==> config.mk <==
export PLATFORM = sky130hd
export DESIGN_NAME = ps2_line_buffer
export DESIGN_NICKNAME = d
export VERILOG_FILES = /design/src/rtl/ps2_line_buffer.sv
export SDC_FILE = /design/constraint.sdc
export NUM_CORES = 2
export LEC_CHECK = 0
export CORE_MARGIN = 2
export CORE_UTILIZATION = 60
export CTS_BUF_LIST = sky130_fd_sc_hd__clkbuf_4 sky130_fd_sc_hd__clkbuf_8
export DETAILED_ROUTE_END_ITERATION = 6
export GPL_TIMING_DRIVEN = 0
export PLACE_DENSITY = 0.82
export SETUP_SLACK_MARGIN = 0.3
export SLEW_MARGIN = 25
export SYNTH_ARGS = -nofsm -noshare
export SYNTH_HDL_FRONTEND = slang
export SYNTH_SLANG_ARGS = --single-unit
==> constraint.sdc <==
create_clock -name clock -period 152.9 [get_ports clock]
set_input_delay 45.87 -clock clock [delete_from_list [all_inputs] [get_ports clock]]
set_output_delay 45.87 -clock clock [all_outputs]
set_load 0.1 [all_outputs]
==> src/rtl/ps2_line_buffer.sv <==
// PS/2 line buffer: accumulates typed characters into a text line, requests a
// screen draw per accepted character and commits finished lines to a history.
//
// Ports:
//   clock, reset          system clock, asynchronous active-high reset
//   input_character       cleaned ASCII code, valid with input_made strobe
//   vga_write_done        display writer finished the current draw request
//   hist_sel              history index (0 = most recent committed line)
//   vga_character_in      character to draw at row_num/col_num
//   row_num, col_num      draw position; col_num doubles as the cursor
//   vga_start_write       draw request, held high until vga_write_done
//   line_content          last committed line, char 0 in the top byte
//   line_ready            one-cycle strobe when line_content is updated
//   hist_line             history line selected by hist_sel (blank if unused)
//   hist_count            number of valid history entries
//   busy                  high while drawing or committing
//   dropped_count         saturating count of discarded inputs
module ps2_line_buffer #(
    parameter int LINE_CHARS = 32,
    parameter int ROWS       = 16,
    parameter int HIST_DEPTH = 4,
    localparam int HW        = $clog2(HIST_DEPTH),
    localparam int LW        = LINE_CHARS * 8
) (
    input  logic          clock,
    input  logic          reset,
    input  logic [7:0]    input_character,
    input  logic          input_made,
    input  logic          vga_write_done,
    input  logic [HW-1:0] hist_sel,
    output logic [7:0]    vga_character_in,
    output logic [7:0]    row_num,
    output logic [7:0]    col_num,
    output logic          vga_start_write,
    output logic [LW-1:0] line_content,
    output logic          line_ready,
    output logic [LW-1:0] hist_line,
    output logic [HW:0]   hist_count,
    output logic          busy,
    output logic [7:0]    dropped_count
);

    localparam logic [LW-1:0] BLANK    = {LINE_CHARS{8'h20}};
    localparam logic [7:0]    MAX_COL  = 8'(LINE_CHARS);
    localparam logic [7:0]    LAST_ROW = 8'(ROWS - 1);
    localparam logic [HW:0]   FULL     = (HW + 1)'(HIST_DEPTH);

    typedef enum logic [1:0] {
        IDLE,
        DRAW,
        COMMIT
    } state_t;

    state_t state;
    state_t state_next;

    logic [LW-1:0] line_q;
    logic [LW-1:0] hist_mem [HIST_DEPTH];
    logic [HW-1:0] wr_ptr;
    logic [HW-1:0] rd_idx;
    logic          inc_pending;

    logic          is_print;
    logic          do_print;
    logic          do_bs;
    logic          do_enter;
    logic          do_drop;
    logic          do_done;
    logic          line_we;
    logic [7:0]    line_wcol;
    logic [7:0]    line_wdata;

    assign is_print = (input_character >= 8'h20) && (input_character <= 8'h7E);

    always_ff @(posedge clock or posedge reset) begin
        if (reset) state <= IDLE;
        else       state <= state_next;
    end

    always_comb begin
        state_next = state;
        do_print   = 1'b0;
        do_bs      = 1'b0;
        do_enter   = 1'b0;
        do_drop    = 1'b0;
        do_done    = 1'b0;
        unique case (state)
            IDLE: begin
                if (input_made) begin
                    if (is_print) begin
                        if (col_num >= MAX_COL) begin
                            do_drop = 1'b1;
                        end else begin
                            do_print   = 1'b1;
                            state_next = DRAW;
                        end
                    end else if (input_character == 8'h08) begin
                        if (col_num != 8'd0) begin
                            do_bs      = 1'b1;
                            state_next = DRAW;
                        end
                    end else if (input_character == 8'h0D) begin
                        do_enter   = 1'b1;
                        state_next = COMMIT;
                    end
                end
            end
            DRAW: begin
                // Anything typed while a draw is pending is lost, even in
                // the cycle the writer reports completion.
                do_drop = input_made;
                if (vga_write_done) begin
                    do_done    = 1'b1;
                    state_next = IDLE;
                end
            end
            COMMIT: begin
                do_drop    = input_made;
                state_next = IDLE;
            end
            default: state_next = IDLE;
        endcase
    end

    // Printable chars land at the cursor; backspace blanks the cell left of it.
    always_comb begin
        line_we    = do_print | do_bs;
        line_wcol  = do_bs ? (col_num - 8'd1) : col_num;
        line_wdata = do_bs ? 8'h20 : input_character;
    end

    assign vga_start_write = (state == DRAW);
    assign line_ready      = (state == COMMIT);
    assign busy            = (state != IDLE);

    always_ff @(posedge clock or posedge reset) begin
        if (reset) begin
            line_q           <= BLANK;
            line_content     <= BLANK;
            vga_character_in <= 8'h00;
            row_num          <= 8'd0;
            col_num          <= 8'd0;
            dropped_count    <= 8'd0;
            hist_count       <= '0;
            wr_ptr           <= '0;
            inc_pending      <= 1'b0;
            for (int i = 0; i < HIST_DEPTH; i++) begin
                hist_mem[i] <= BLANK;
            end
        end else begin
            for (int i = 0; i < LINE_CHARS; i++) begin
                if (line_we && (line_wcol == 8'(i))) begin
                    line_q[(LINE_CHARS-1-i)*8 +: 8] <= line_wdata;
                end
            end
            if (do_print) begin
                vga_character_in <= input_character;
                inc_pending      <= 1'b1;
            end
            if (do_bs) begin
                vga_character_in <= 8'h20;
                col_num          <= col_num - 8'd1;
                inc_pending      <= 1'b0;
            end
            // The cursor only advances once the glyph is actually on screen.
            if (do_done && inc_pending) begin
                col_num <= col_num + 8'd1;
            end
            if (do_enter) begin
                line_content     <= line_q;
                hist_mem[wr_ptr] <= line_q;
                wr_ptr           <= wr_ptr + HW'(1);
                if (hist_count != FULL) hist_count <= hist_count + 1'b1;
                line_q  <= BLANK;
                col_num <= 8'd0;
                row_num <= (row_num == LAST_ROW) ? 8'd0 : row_num + 8'd1;
            end
            if (do_drop && (dropped_count != 8'hFF)) begin
                dropped_count <= dropped_count + 8'd1;
            end
        end
    end

    // wr_ptr points at the next free slot, so the newest entry is one behind.
    always_comb begin
        rd_idx = wr_ptr - HW'(1) - hist_sel;
        if ({1'b0, hist_sel} < hist_count) hist_line = hist_mem[rd_idx];
        else                               hist_line = BLANK;
    end

endmodule

* After elaboration in Yosys (flattened, before gate mapping)
Index checks and enable logic that the tools add are counted.
Widths: inputs -> output; s select.
** Operators by class
- Mux-type cells :: 77
- Add/subtract/negate cells :: 8
- Equal/unequal tests :: 43
- Order comparisons :: 7
- Bitwise logic cells :: 3
- Reduce and logical (&&, ||, !) cells :: 76
** Operator list (number)
- $mux 256 :: 5
- $bwmux 1024 :: 1
- $bmux 256 s2 :: 1
- $demux 256 s2 :: 1
- $mux 8 :: 39
- $eq 8x5->1 const B :: 16
- $eq 8x4->1 const B :: 11
- $reduce_bool 2->1 :: 34
- $logic_and 1x1->1 :: 36
- $eq 8x3->1 const B :: 4
- $add 8x1->8 const B :: 3
- $mux 1 :: 21
- $eq 8x2->1 const B :: 2
- $ge 8x6->1 const B :: 2
- $mux 2 :: 7
- $eq 8x1->1 const B :: 1
- $le 8x7->1 const B :: 1
- $logic_not 8->1 :: 1
- $ne 4x4->1 const B :: 2
- $ne 8x8->1 const B :: 1
- $reduce_bool 8->1 :: 1
- $sub 8x1->8 const B :: 1
- $ge 3x3->1 const B :: 2
- $ne 3x3->1 const B :: 2
- 17 further kinds :: 19
** Storage, ports and cells
- Flip-flop bits (word level) :: 1576
- Bits of input ports :: 14

* Longest topological paths before layout
- Depth in word-level cells :: 11
- Gate-level depth with buffers :: 12
- Depth with buffers taken out :: 8

* Least setup slack after synthesis
Ideal clock, no wire load.
- Kind :: input -> output
- Start point :: input port hist_sel[0]
- End point :: output port hist_line[188]
- Stages on the path :: 8
- Arrival :: 49067 ps
- Slack :: 57963 ps
- Data required time :: 107030 ps
- Cells stage by stage :: inv_1 > ha_1 > clkbuf_1 > buf_1 > clkbuf_1 > clkbuf_1 > mux4_2 > nor2b_1
** Between the ends
- Longest elaborated chain between the ends :: 6
- Elaborated cells between the ends (all ways) :: 7
** RTL lines
- start: declaration :: line 30 : input logic [HW-1:0] hist_sel,
- $sub 2x2->2 :: line 186 : rd_idx = wr_ptr - HW'(1) - hist_sel;
- $not 2->3 (not written as such) :: line 187 : if ({1'b0, hist_sel} < hist_count) hist_line = hist_mem[rd_idx];
- $bmux 256 s2 :: line 187
- $mux 256 (not written as such) (2 in a row) :: line 187
- $mux 256 * :: line 187
- end: declaration :: line 37 : output logic [LW-1:0] hist_line,
Every way passes the cells marked *; elsewhere a longest branch is shown, timed or not. The select of a mux whose other input is x is not followed.

* Final worst setup path
- Start point :: input port hist_sel[0]
- End point :: output port hist_line[35]
The elaborated chain is that of the path after synthesis.

==> out/qor.log <==
[synthesis] predominant post-synthesis flop cell sky130_fd_sc_hd__dfrtp_1
[routing] detailed-router iteration count before antenna repair 6
[synthesis] portion of the post-synthesis area used by sequential elements 0.582
[critical_path] cell count of the worst reg-to-reg path 11
[cells_and_area] total area of multi-input combinational cells 27100 um2
[critical_path] endpoint class of the critical path output pin
[routing] vias per cell 6.00
[synthesis] Post-Synthesis Cell Area 68200 um2
[synthesis] Synth warnings 0
[outcome] result of the run finished clean
[timing] setup repair after global routing missed its margin false
[critical_path] CP Launch Type input pin
[cts] TritonCTS clock tree yes
[synthesis] count of unique library cells instantiated by Yosys 58
[timing] final critical-path share of the clock period 0.634
[timing] pins over their slew limit 0
[timing] final setup skew 31.2 ps
[cts] maximum root-to-sink buffer count 3
[global_route] maximum number of pins on one net before global-route repair 105
[floorplanning] number of top-level pins 564
[timing] Worst slew margin 0.187
[hold_path] WHS Path Cells 2
[routing] Via Count 45258
[placement] gpl congestion 0.922
[synthesis] synthesized flop and latch total 1576
[global_route] first-pass GRT wire length 300000 um
[synthesis] Mapped Avg Cell Area 13.6 um2
[cells_and_area] share of layout cells above drive strength 1 0.351
[cts] CTS resizes 0
[critical_path] CP Data Arrival Time 51120 ps
[timing] total negative slack for setup checks 0 ps
[timing] count of endpoints failing hold in the final timing report 0
[synthesis] share of flip-flops with an asynchronous set or reset after synthesis 1.00
[timing] transition time at the pin with the least slew margin 1220 ps
[cts] clock latency of the later-clocked register in the worst-skew pair 930 ps
[cts] post-CTS setup buffers 0
[routing] count of nets left with antenna violations after detail routing 0
[critical_path] Critical Path Slowest Stage Cell sky130_fd_sc_hd__clkdlybuf4s50_1
[routing] Routed Wire Length 201000 um
[cts] cell at the root of the clock tree sky130_fd_sc_hd__clkbuf_8
[global_route] residual overflow from global routing 0
[cts] number of H-tree levels 4
[floorplanning] height of the die 341 um
[power] maximum ir drop on the vdd rail 0.0000126 V
[critical_path] most common cell type on the critical path sky130_fd_sc_hd__clkdlybuf4s50_1
[synthesis] synthesized instance count 4999
[global_route] GRT Overall Usage 0.350
[floorplanning] Die Outline Area 116000 um2
[cells_and_area] total of fill cells in the finished design 7364
[floorplanning] Die Width 341 um
[cts] number of buffers created by CTS 239
[cells_and_area] area occupied by registers 39700 um2
[critical_path] Worst EP required 107030 ps
[routing] Remaining DRCs 0
[timing] clock period minus final worst setup slack 96990 ps
[floorplanning] initial standard-cell utilization of the core 0.605
[cells_and_area] area delta synth->final 19.8%
[critical_path] Critical Path Fanout Max 10
[cts] Hold-fix buffers, CTS 0
[cells_and_area] number of nets in the final layout 5856
[global_route] number of global-route vias before repair 46559
[cts] CTS sink count 1576
[cts] clock-pin transition on the worst setup and hold timing paths 60 ps
[placement] count of port buffers added during placement 563
[routing] per-cell routed wire length 26.7 um
[floorplanning] area inside the core boundary 113000 um2
[job] max-capacitance violation count 0
[cells_and_area] post-layout util 0.725
[floorplanning] number of placement rows 123
[critical_path] crit path cell chain clkdlybuf4s50_1 -> inv_1 -> ha_1 -> xor2_1 -> xnor2_1 -> clkbuf_1 -> buf_1 -> mux4_2 -> nor2b_1 -> clkdlybuf4s50_1
[power] leakage component of the power 40.7 nW
[synthesis] Net Count, Synth 5029
[critical_path] start-to-end type of the worst setup path in -> out
[routing] starting DRC count in detailed routing 3608
[timing] number of endpoints failing setup at the final stage 0
[power] Pwr per Cell Area 12.3 nW/um2
[critical_path] largest stage delay on the critical path 1240 ps
[global_route] antenna violations before repair 8
[power] overall power consumption 1.00 mW
[timing] maximum operating frequency 10.3 MHz
[hold_path] worst hold path class reg -> reg
[placement] half-perimeter wire length after detailed placement 141000 um
[synthesis] number of flops mapped to enable cells by yosys 0
sequential cells by signal, indices dropped and copies added, names as in the netlist:
signal	cells
hist_mem	1024
hist_count	3
inc_pending	1
col_num	8
state	2
wr_ptr	2
row_num	8
line_content	256
dropped_count	8
line_q	256
vga_character_in	8
placed cells by master, fill, tap and decap left out, types with 40 or more instances in the layout:
cell type                         count
sky130_fd_sc_hd__clkbuf_1           249
sky130_fd_sc_hd__mux2i_1            227
sky130_fd_sc_hd__nor2b_1            227
sky130_fd_sc_hd__nand2_1           1002
sky130_fd_sc_hd__clkbuf_2            40
sky130_fd_sc_hd__mux4_2             256
sky130_fd_sc_hd__clkdlybuf4s50_1    547
sky130_fd_sc_hd__dfrtp_1           1384
sky130_fd_sc_hd__clkbuf_4           112
sky130_fd_sc_hd__buf_2               47
sky130_fd_sc_hd__mux2_2            1027
sky130_fd_sc_hd__nor2_1              61
sky130_fd_sc_hd__dfstp_2            192
sky130_fd_sc_hd__clkbuf_8           310
sky130_fd_sc_hd__and3_1              48
per-stage QoR:
step | hold WS [ps] | cell area (um2) | setup WS [ps] | cells
floorplan | 458 | 68200 | 57960 | 4999
global placement | 447 | 75700 | 47190 | 7062
detailed placement | 448 | 76300 | 55710 | 7084
CTS | 458 | 81700 | 55700 | 7540
global route | 481 | 81700 | 55790 | 7542
finish | 459 | 81700 | 55910 | 7547
layer usage:
| metal | wire length [um] | global-route usage |
|---|---|---|
| met2 | 93500 | 0.538 |
| met4 | 9980 | 0.165 |
| met5 | 16 | 0 |
| met3 | 17000 | 0.0823 |
| met1 | 80900 | 0.479 |
path summary, 6_finish.rpt:
check / start / endpoint / slack (ps)
max in group asynchronous: reset / hist_mem[909] / 104720
setup / recovery: hist_sel[0] / hist_line[35] / 55910
setup reg to reg: col_num[0] / line_q[167] / 148850
min in group asynchronous: reset / line_content[56] / 45330
hold reg to reg: line_content[157] / line_content[157] / 460
hold / removal: line_content[157] / line_content[157] / 460
cells in the mapped netlist, drive strengths merged, types with 2 or more instances:
master  number  area, um2
buf         60        310
xnor2       16        140
nand2     1002       3760
or3          2       12.5
o31ai        6       58.8
mux2      1027      11600
a21oi       11       55.1
a31oi        3       18.8
a311o        2       20.0
o21ai       14       70.1
dfrtp     1384      34600
and3        48        300
and2         3       18.8
nand3       48        455
xor2         6       52.6
dfstp      192       5040
a41oi        2       17.5
mux4       256       5770
nor4b        2       32.5
nor2        61        229
nor2b      227       1420
mux2i      227       2270
nor3        15       85.1
inv         17       63.8
a211oi       3       40.0
clkbuf     283       1060
or2         34        213
o32a         2       20.0
or4          2       15.0
nand4       13        100
ha          16        200
cells by family after synthesis:
family,synth area share
DFF,0.582
muxes,0.287
and+or+nand+nor,0.0982
buffers and inverters,0.0211
AOI/OAI and AO/OA,0.00567
xor gates and xnor gates,0.00283
adders and majority gates,0.00294
where the power goes:
group          switching [mW]  internal [mW]
Clock                   0.167          0.216
Combinational           0.109         0.0406
Sequential             0.0338          0.439
critical path: cells and delay by family:
kind          cells  cell delay (ps)
simple gates      1              450
xor+xnor          2              420
fa+ha+maj         1              220
mux               1              370
buf+inv           5             3770
layout make-up:
cell class	count	share of cell area
clock inverters	34	0.00392
multi-input cells	3063	0.331
inverters	17	0.000873
clock buffers	422	0.0625
repair buffers	586	0.0752
diodes	6	0.000184
well taps	1500	0.0230
plain buffers	343	0.0175
flip-flops and latches	1576	0.486
No activity file was read; power rests on OpenSTA's default activity.
